## src/rtl/pipe_sched_if.sv

```systemverilog
// Decode-stage issue handshake between fetch, pipe_sched and decode.
// Carries source/dest indices, redirects, writeback retire and scheduler outputs.
interface pipe_sched_if #(
    parameter int unsigned CNT_W = 16
);
    logic             fetch_valid;
    logic [4:0]       rs_idx;
    logic [4:0]       rt_idx;
    logic             rt_used;
    logic [4:0]       rd_idx;
    logic             rd_wr;
    logic             is_load;
    logic             jmp;
    logic             br_taken;
    logic             wb_valid;
    logic [4:0]       wb_idx;
    logic             issue;
    logic             stall;
    logic             flush;
    logic [31:0]      busy_mask;
    logic [CNT_W-1:0] stall_cnt;

    modport master (
        output fetch_valid, rs_idx, rt_idx, rt_used,
        output rd_idx, rd_wr, is_load, jmp, br_taken,
        output wb_valid, wb_idx,
        input  issue, stall, flush, busy_mask, stall_cnt
    );

    modport slave (
        input  fetch_valid, rs_idx, rt_idx, rt_used,
        input  rd_idx, rd_wr, is_load, jmp, br_taken,
        input  wb_valid, wb_idx,
        output issue, stall, flush, busy_mask, stall_cnt
    );
endinterface

```

## src/rtl/pipe_sched.sv

```systemverilog
// Decode issue scheduler: RAW scoreboard, redirect flush, stall counter.
// Optional PIPE_SCHED_FWD_EN: only load-use hazards stall (ALU forwarding).
module pipe_sched #(
    parameter int unsigned FLUSH_CYC = 2,
    parameter int unsigned CNT_W     = 16
) (
    input logic         clk,
    input logic         rst,
    pipe_sched_if.slave bus
);
    typedef enum logic [1:0] {
        RUN   = 2'd0,
        STALL = 2'd1,
        FLUSH = 2'd2
    } state_t;

    localparam logic [2:0] FLUSH_LD = 3'(FLUSH_CYC - 1);

    state_t           state_q, state_d;
    logic [2:0]       fcnt_q, fcnt_d;
    logic             flush_q;
    logic [31:0]      busy_q, busy_d;
    logic [31:0]      set_vec, clr_vec, haz_mask;
    logic [CNT_W-1:0] cnt_q;
    logic             hazard, issue, stall;

`ifdef PIPE_SCHED_FWD_EN
    logic [31:0] ld_q, ld_d;
    assign haz_mask = busy_q & ld_q;
`else
    assign haz_mask = busy_q;
`endif

    assign hazard = haz_mask[bus.rs_idx] |
                    (bus.rt_used & haz_mask[bus.rt_idx]);

    always_comb begin
        state_d = state_q;
        fcnt_d  = fcnt_q;
        issue   = 1'b0;
        stall   = 1'b0;
        if (bus.br_taken) begin
            state_d = FLUSH;
            fcnt_d  = FLUSH_LD;
        end else begin
            unique case (state_q)
                RUN: begin
                    if (bus.fetch_valid) begin
                        if (hazard) begin
                            stall   = 1'b1;
                            state_d = STALL;
                        end else begin
                            issue = 1'b1;
                        end
                    end
                end
                STALL: begin
                    if (hazard) begin
                        stall = 1'b1;
                    end else begin
                        issue   = bus.fetch_valid;
                        state_d = RUN;
                    end
                end
                FLUSH: begin
                    if (fcnt_q == 3'd0) state_d = RUN;
                    else fcnt_d = fcnt_q - 3'd1;
                end
                default: state_d = RUN;
            endcase
            if (issue && bus.jmp) begin
                state_d = FLUSH;
                fcnt_d  = FLUSH_LD;
            end
        end
        // Decode must never see an enable while the pipe is held in reset
        if (!rst) begin
            issue = 1'b0;
            stall = 1'b0;
        end
    end

    assign set_vec = (issue && bus.rd_wr && bus.rd_idx != 5'd0) ?
                     (32'd1 << bus.rd_idx) : 32'd0;
    assign clr_vec = bus.wb_valid ? (32'd1 << bus.wb_idx) : 32'd0;
    assign busy_d  = (busy_q & ~clr_vec) | set_vec;

`ifdef PIPE_SCHED_FWD_EN
    assign ld_d = (ld_q & ~clr_vec & ~set_vec) |
                  (bus.is_load ? set_vec : 32'd0);

    always_ff @(posedge clk or negedge rst) begin
        if (!rst) ld_q <= '0;
        else      ld_q <= ld_d;
    end
`endif

    always_ff @(posedge clk or negedge rst) begin
        if (!rst) begin
            state_q <= RUN;
            fcnt_q  <= '0;
            flush_q <= 1'b0;
            busy_q  <= '0;
            cnt_q   <= '0;
        end else begin
            state_q <= state_d;
            fcnt_q  <= fcnt_d;
            flush_q <= (state_d == FLUSH);
            busy_q  <= busy_d;
            if (stall && cnt_q != '1) cnt_q <= cnt_q + CNT_W'(1);
        end
    end

    assign bus.issue     = issue;
    assign bus.stall     = stall;
    assign bus.flush     = flush_q;
    assign bus.busy_mask = busy_q;
    assign bus.stall_cnt = cnt_q;
endmodule

```

## src/flat_wrapper.sv

```systemverilog
// flat-port wrapper written by rule: the top's interface ports become plain ports
module pipe_sched_flat 
#(
    parameter int unsigned FLUSH_CYC = 2,
    parameter int unsigned CNT_W     = 16
)
  (clk, rst, bus_fetch_valid, bus_rs_idx, bus_rt_idx, bus_rt_used, bus_rd_idx, bus_rd_wr, bus_is_load, bus_jmp, bus_br_taken, bus_wb_valid, bus_wb_idx, bus_issue, bus_stall, bus_flush, bus_busy_mask, bus_stall_cnt);
  pipe_sched_if #(.CNT_W(CNT_W)) bus_i ();
  input logic clk;
  input logic rst;
  input wire logic [$bits(bus_i.fetch_valid)-1:0] bus_fetch_valid;
  input wire logic [$bits(bus_i.rs_idx)-1:0] bus_rs_idx;
  input wire logic [$bits(bus_i.rt_idx)-1:0] bus_rt_idx;
  input wire logic [$bits(bus_i.rt_used)-1:0] bus_rt_used;
  input wire logic [$bits(bus_i.rd_idx)-1:0] bus_rd_idx;
  input wire logic [$bits(bus_i.rd_wr)-1:0] bus_rd_wr;
  input wire logic [$bits(bus_i.is_load)-1:0] bus_is_load;
  input wire logic [$bits(bus_i.jmp)-1:0] bus_jmp;
  input wire logic [$bits(bus_i.br_taken)-1:0] bus_br_taken;
  input wire logic [$bits(bus_i.wb_valid)-1:0] bus_wb_valid;
  input wire logic [$bits(bus_i.wb_idx)-1:0] bus_wb_idx;
  output wire logic [$bits(bus_i.issue)-1:0] bus_issue;
  output wire logic [$bits(bus_i.stall)-1:0] bus_stall;
  output wire logic [$bits(bus_i.flush)-1:0] bus_flush;
  output wire logic [$bits(bus_i.busy_mask)-1:0] bus_busy_mask;
  output wire logic [$bits(bus_i.stall_cnt)-1:0] bus_stall_cnt;
  assign bus_i.fetch_valid = bus_fetch_valid;
  assign bus_i.rs_idx = bus_rs_idx;
  assign bus_i.rt_idx = bus_rt_idx;
  assign bus_i.rt_used = bus_rt_used;
  assign bus_i.rd_idx = bus_rd_idx;
  assign bus_i.rd_wr = bus_rd_wr;
  assign bus_i.is_load = bus_is_load;
  assign bus_i.jmp = bus_jmp;
  assign bus_i.br_taken = bus_br_taken;
  assign bus_i.wb_valid = bus_wb_valid;
  assign bus_i.wb_idx = bus_wb_idx;
  assign bus_issue = bus_i.issue;
  assign bus_stall = bus_i.stall;
  assign bus_flush = bus_i.flush;
  assign bus_busy_mask = bus_i.busy_mask;
  assign bus_stall_cnt = bus_i.stall_cnt;
  pipe_sched #(.FLUSH_CYC(FLUSH_CYC), .CNT_W(CNT_W)) u_core (.clk(clk), .rst(rst), .bus(bus_i));
endmodule
```

## config.mk

```make
export PLATFORM = sky130hd
export DESIGN_NAME = pipe_sched_flat
export DESIGN_NICKNAME = d
export VERILOG_FILES = /design/src/rtl/pipe_sched_if.sv /design/src/rtl/pipe_sched.sv /design/src/flat_wrapper.sv
export SDC_FILE = /design/constraint.sdc
export NUM_CORES = 1
export LEC_CHECK = 0
export CAP_MARGIN = 20
export CORE_UTILIZATION = 50
export CTS_BUF_LIST = sky130_fd_sc_hd__clkbuf_8
export DETAILED_ROUTE_END_ITERATION = 10
export PLACE_DENSITY = 0.81
export SETUP_SLACK_MARGIN = 0.1
export SKIP_CTS_REPAIR_TIMING = 1
export SYNTH_ARGS = -nofsm -noshare
export SYNTH_HDL_FRONTEND = slang
export SYNTH_SLANG_ARGS = --single-unit
```

## constraint.sdc

```tcl
create_clock -name clk -period 3.4 [get_ports clk]
set_clock_uncertainty 0.2 [all_clocks]
set_input_delay 0.34 -clock clk [delete_from_list [all_inputs] [get_ports clk]]
set_output_delay 0.34 -clock clk [all_outputs]
set_load 0.02 [all_outputs]
```

==> flow_metrics.py <==
metrics = {
    "status": {
        "outcome": "completed",
    },
    "power": {
        "ir_worst_vdd_v": 0.000322,
        "leakagePower_nw": 1.93,
        "p_per_area_mw_per_mm2": 351,
    },
    "layout": {
        "num-nets-final": 432,
        "antenna_cells": 0,
        "drive_gt1_share_pct": 21.2,
        "area_growth_pct": 39.4,
    },
    "clocking": {
        "cts-buffers-inserted": 5,
        "cts_root_buffer": "clkbuf_8",
        "htreeDepth": 2,
        "cts.sinks": 54,
        "insertion_delay_ps": 310,
        "clk_pin_slew_worst_paths_ps": 100,
        "clock_path_buffers": 2,
        "cts_tree": "yes",
    },
    "sta": {
        "finalWorstSetupSlack_ps": 169,
        "setup_viol": 0,
        "fmax_ghz": 0.310,
        "holdWs_ps": 302,
        "hold_viol": 0,
        "fin_setup_tns_ps": 0,
        "worst_slew_pin_slew_ps": 681,
        "rsz0062_at_grt": "true",
        "layout_worst_path_cycle_share_pct": 95.0,
        "relSlewSlack_pct": 54.5,
        "maxSlewViolCount": 0,
        "min_period_ps": 3230,
    },
    "placement": {
        "dp_hpwl_um": 7180,
        "io_buffers": 78,
        "pre_cts_slack_ps": -546,
        "gp_congestion": 0.948,
    },
    "setup_path": {
        "worstSetupEndpointType": "primary output",
        "cp.required_ps": 2860,
        "reg2reg_slack_ps": 250,
        "reg2reg_depth": 8,
        "worstSetupStartpointType": "input port",
        "cp_max_fo": 3,
        "regToRegStartpoint": "u_core.bus.busy_mask[16]",
        "cp.arrival_ps": 2690,
        "r2r_end": "u_core.bus.busy_mask[5]",
        "critPathKind": "in2out",
    },
    "grt": {
        "grt_pass1_wl_um": 14800,
        "antenna_found_initial": 0,
        "grt_max_degree": 26,
        "track_usage_pct": 30.5,
        "grt_pass1_vias": 3020,
        "grt-ovfl-total": 0,
    },
    "routing": {
        "final_antenna_net_count": 0,
        "vias": 2868,
        "drt_iter0_drc": 254,
        "drc_errors": 0,
        "detail_route.wl_per_cell_um": 19.9,
        "drtPass1Iterations": 4,
        "routed_wl_um": 9460,
        "via_per_inst": 6.03,
    },
    "floorplan": {
        "core_sq_mm": 0.00599,
        "floorplan.rows": 28,
        "die_x_um": 81.1,
        "dieArea_sq_mm": 0.00657,
        "start_util_pct": 52.2,
        "pin_count": 80,
        "die_y_um": 81.1,
    },
    "yosys": {
        "ys_types": 49,
        "netlist_area_sq_mm": 0.00313,
        "synth_ff_type": "dfrtp_1",
        "synth_area_per_cell_sq_um": 10.9,
        "async_reset_ff_share_pct": 100,
        "ys_seq_elements": 54,
        "ys_seq_area_share_pct": 43.2,
        "synth.net_count": 318,
        "synthCells": 286,
        "synth_edf_count": 0,
        "yosysWarnings": 0,
    },
    "hold_path": {
        "worstHoldStart": "u_core.bus.stall_cnt[15]",
        "holdPathStages": 1,
        "min_path_type": "reg2reg",
        "hold_path_end": "u_core.bus.stall_cnt[15]",
    },
    "flow_run": {
        "cap_violations": 0,
    },
}
## critical path: stages
cell and delay (ps):
clkdlybuf4s50_1 550, mux4_1 560, mux2_2 290, o21ai_1 150
a311oi_2 110, nor4_4 350, and3b_2 210, buf_4 130
## flip-flops by register name, summed over array words and instances, names as in the netlist
signal / flops
u_core.state_q: 2
u_core.bus.flush: 1
u_core.bus.stall_cnt: 16
u_core.fcnt_q: 3
u_core.bus.busy_mask: 32
## final cells by class
type | instances | area, sq um
multi-input cells | 218 | 1700
fillers | 427 | 1640
flip-flops and latches | 54 | 1350
repair buffers | 116 | 1080
well taps | 75 | 93.8
clock buffers | 5 | 68.8
clock inverters | 3 | 43.8
inverters | 5 | 18.8
## synthesized netlist by cell type (3+ instances only)
library cell | number | area, sq um
nor4_1 | 5 | 31.3
nor4b_1 | 3 | 26.3
dfrtp_1 | 54 | 1350
mux2_2 | 5 | 56.3
nand2b_1 | 6 | 37.5
nor2_1 | 7 | 26.3
nor2b_1 | 5 | 31.3
or2_2 | 3 | 18.8
a2111oi_0 | 3 | 26.3
xor2_1 | 15 | 131
nand3_1 | 12 | 60.1
mux4_2 | 8 | 180
ha_1 | 3 | 37.5
mux4_1 | 7 | 184
or2b_2 | 3 | 26.3
clkbuf_1 | 4 | 15.0
o21ai_0 | 51 | 255
o31ai_1 | 6 | 45.0
nand2_1 | 23 | 86.3
inv_1 | 5 | 18.8
nor3b_1 | 3 | 22.5
nor3_1 | 12 | 60.1
o21ai_2 | 7 | 61.3
## cell usage in the layout (no fill, tap or decap), drive strengths merged, types with 3 or more instances in the layout
master         synthesis  final
clkbuf                 4      5
nor3                  12     12
nand3                 12     12
nor2                   8      8
and2                   3      3
xor2                  15     15
or2                    3      3
nor2b                  5      5
nor4b                  3      3
buf                    5     40
o31ai                  6      6
inv                    5      6
nor4                   6      6
nor3b                  3      3
ha                     3      3
mux4                  15     15
nand2b                 6      6
o21ai                 58     58
nand2                 23     23
mux2                   5      5
clkdlybuf4s50          0     73
dfrtp                 54     54
a2111oi                3      3
or2b                   5      5
## metrics by stage
| step | util (%) | cells | instance area [sq um] | total power, W |
|---|---|---|---|---|
| after floorplan | - | 286 | 3130 | 0.000925 |
| after global placement | 69.9 | 466 | 4190 | 0.00108 |
| after detailed placement | 69.9 | 466 | 4190 | 0.00110 |
| after CTS | 71.8 | 474 | 4300 | 0.00153 |
| after global routing | 72.7 | 476 | 4360 | 0.00160 |
| final | 72.7 | 476 | 4360 | 0.00153 |
## metal layers
layer / global-route usage (%) / part of all wire, % / vias up
li1: - / - / 1308
met1: 39.5 / 41 / 1388
met2: 48.2 / 47 / 144
met3: 6.85 / 8.4 / 28
met4: 14.8 / 3.3 / 0
met5: 0 / 0 / -
## power by group
group          internal, W  switching (W)
clock network     0.000221       0.000216
registers         0.000687      0.0000362
logic             0.000181       0.000188
## how the worst max path moves through the flow
stage                     slack (ps)         to  cells after the start     startpoint
after floorplan                  400  bus_stall                      8  bus_rt_idx[1]
after global placement          -510  bus_issue                      8  bus_rt_idx[1]
after detailed placement        -550  bus_issue                      8  bus_rt_idx[1]
after CTS                       -550  bus_issue                      8  bus_rt_idx[1]
after global routing              70  bus_issue                      8  bus_rt_idx[0]
final                            170  bus_issue                      8  bus_rt_idx[0]
## cell families after synthesis
| group | count (synthesis) | share of synthesized area (%) |
|---|---|---|
| muxes | 22 | 14.1 |
| AOI/OAI and AO/OA | 75 | 15.1 |
| and+or+nand+nor | 101 | 18.7 |
| adders and majority gates | 3 | 1.20 |
| DFF | 54 | 43.2 |
| xor gates and xnor gates | 17 | 4.76 |
| buffers and inverters | 14 | 3.00 |
Note: power is estimated with default switching activity, not from simulation.
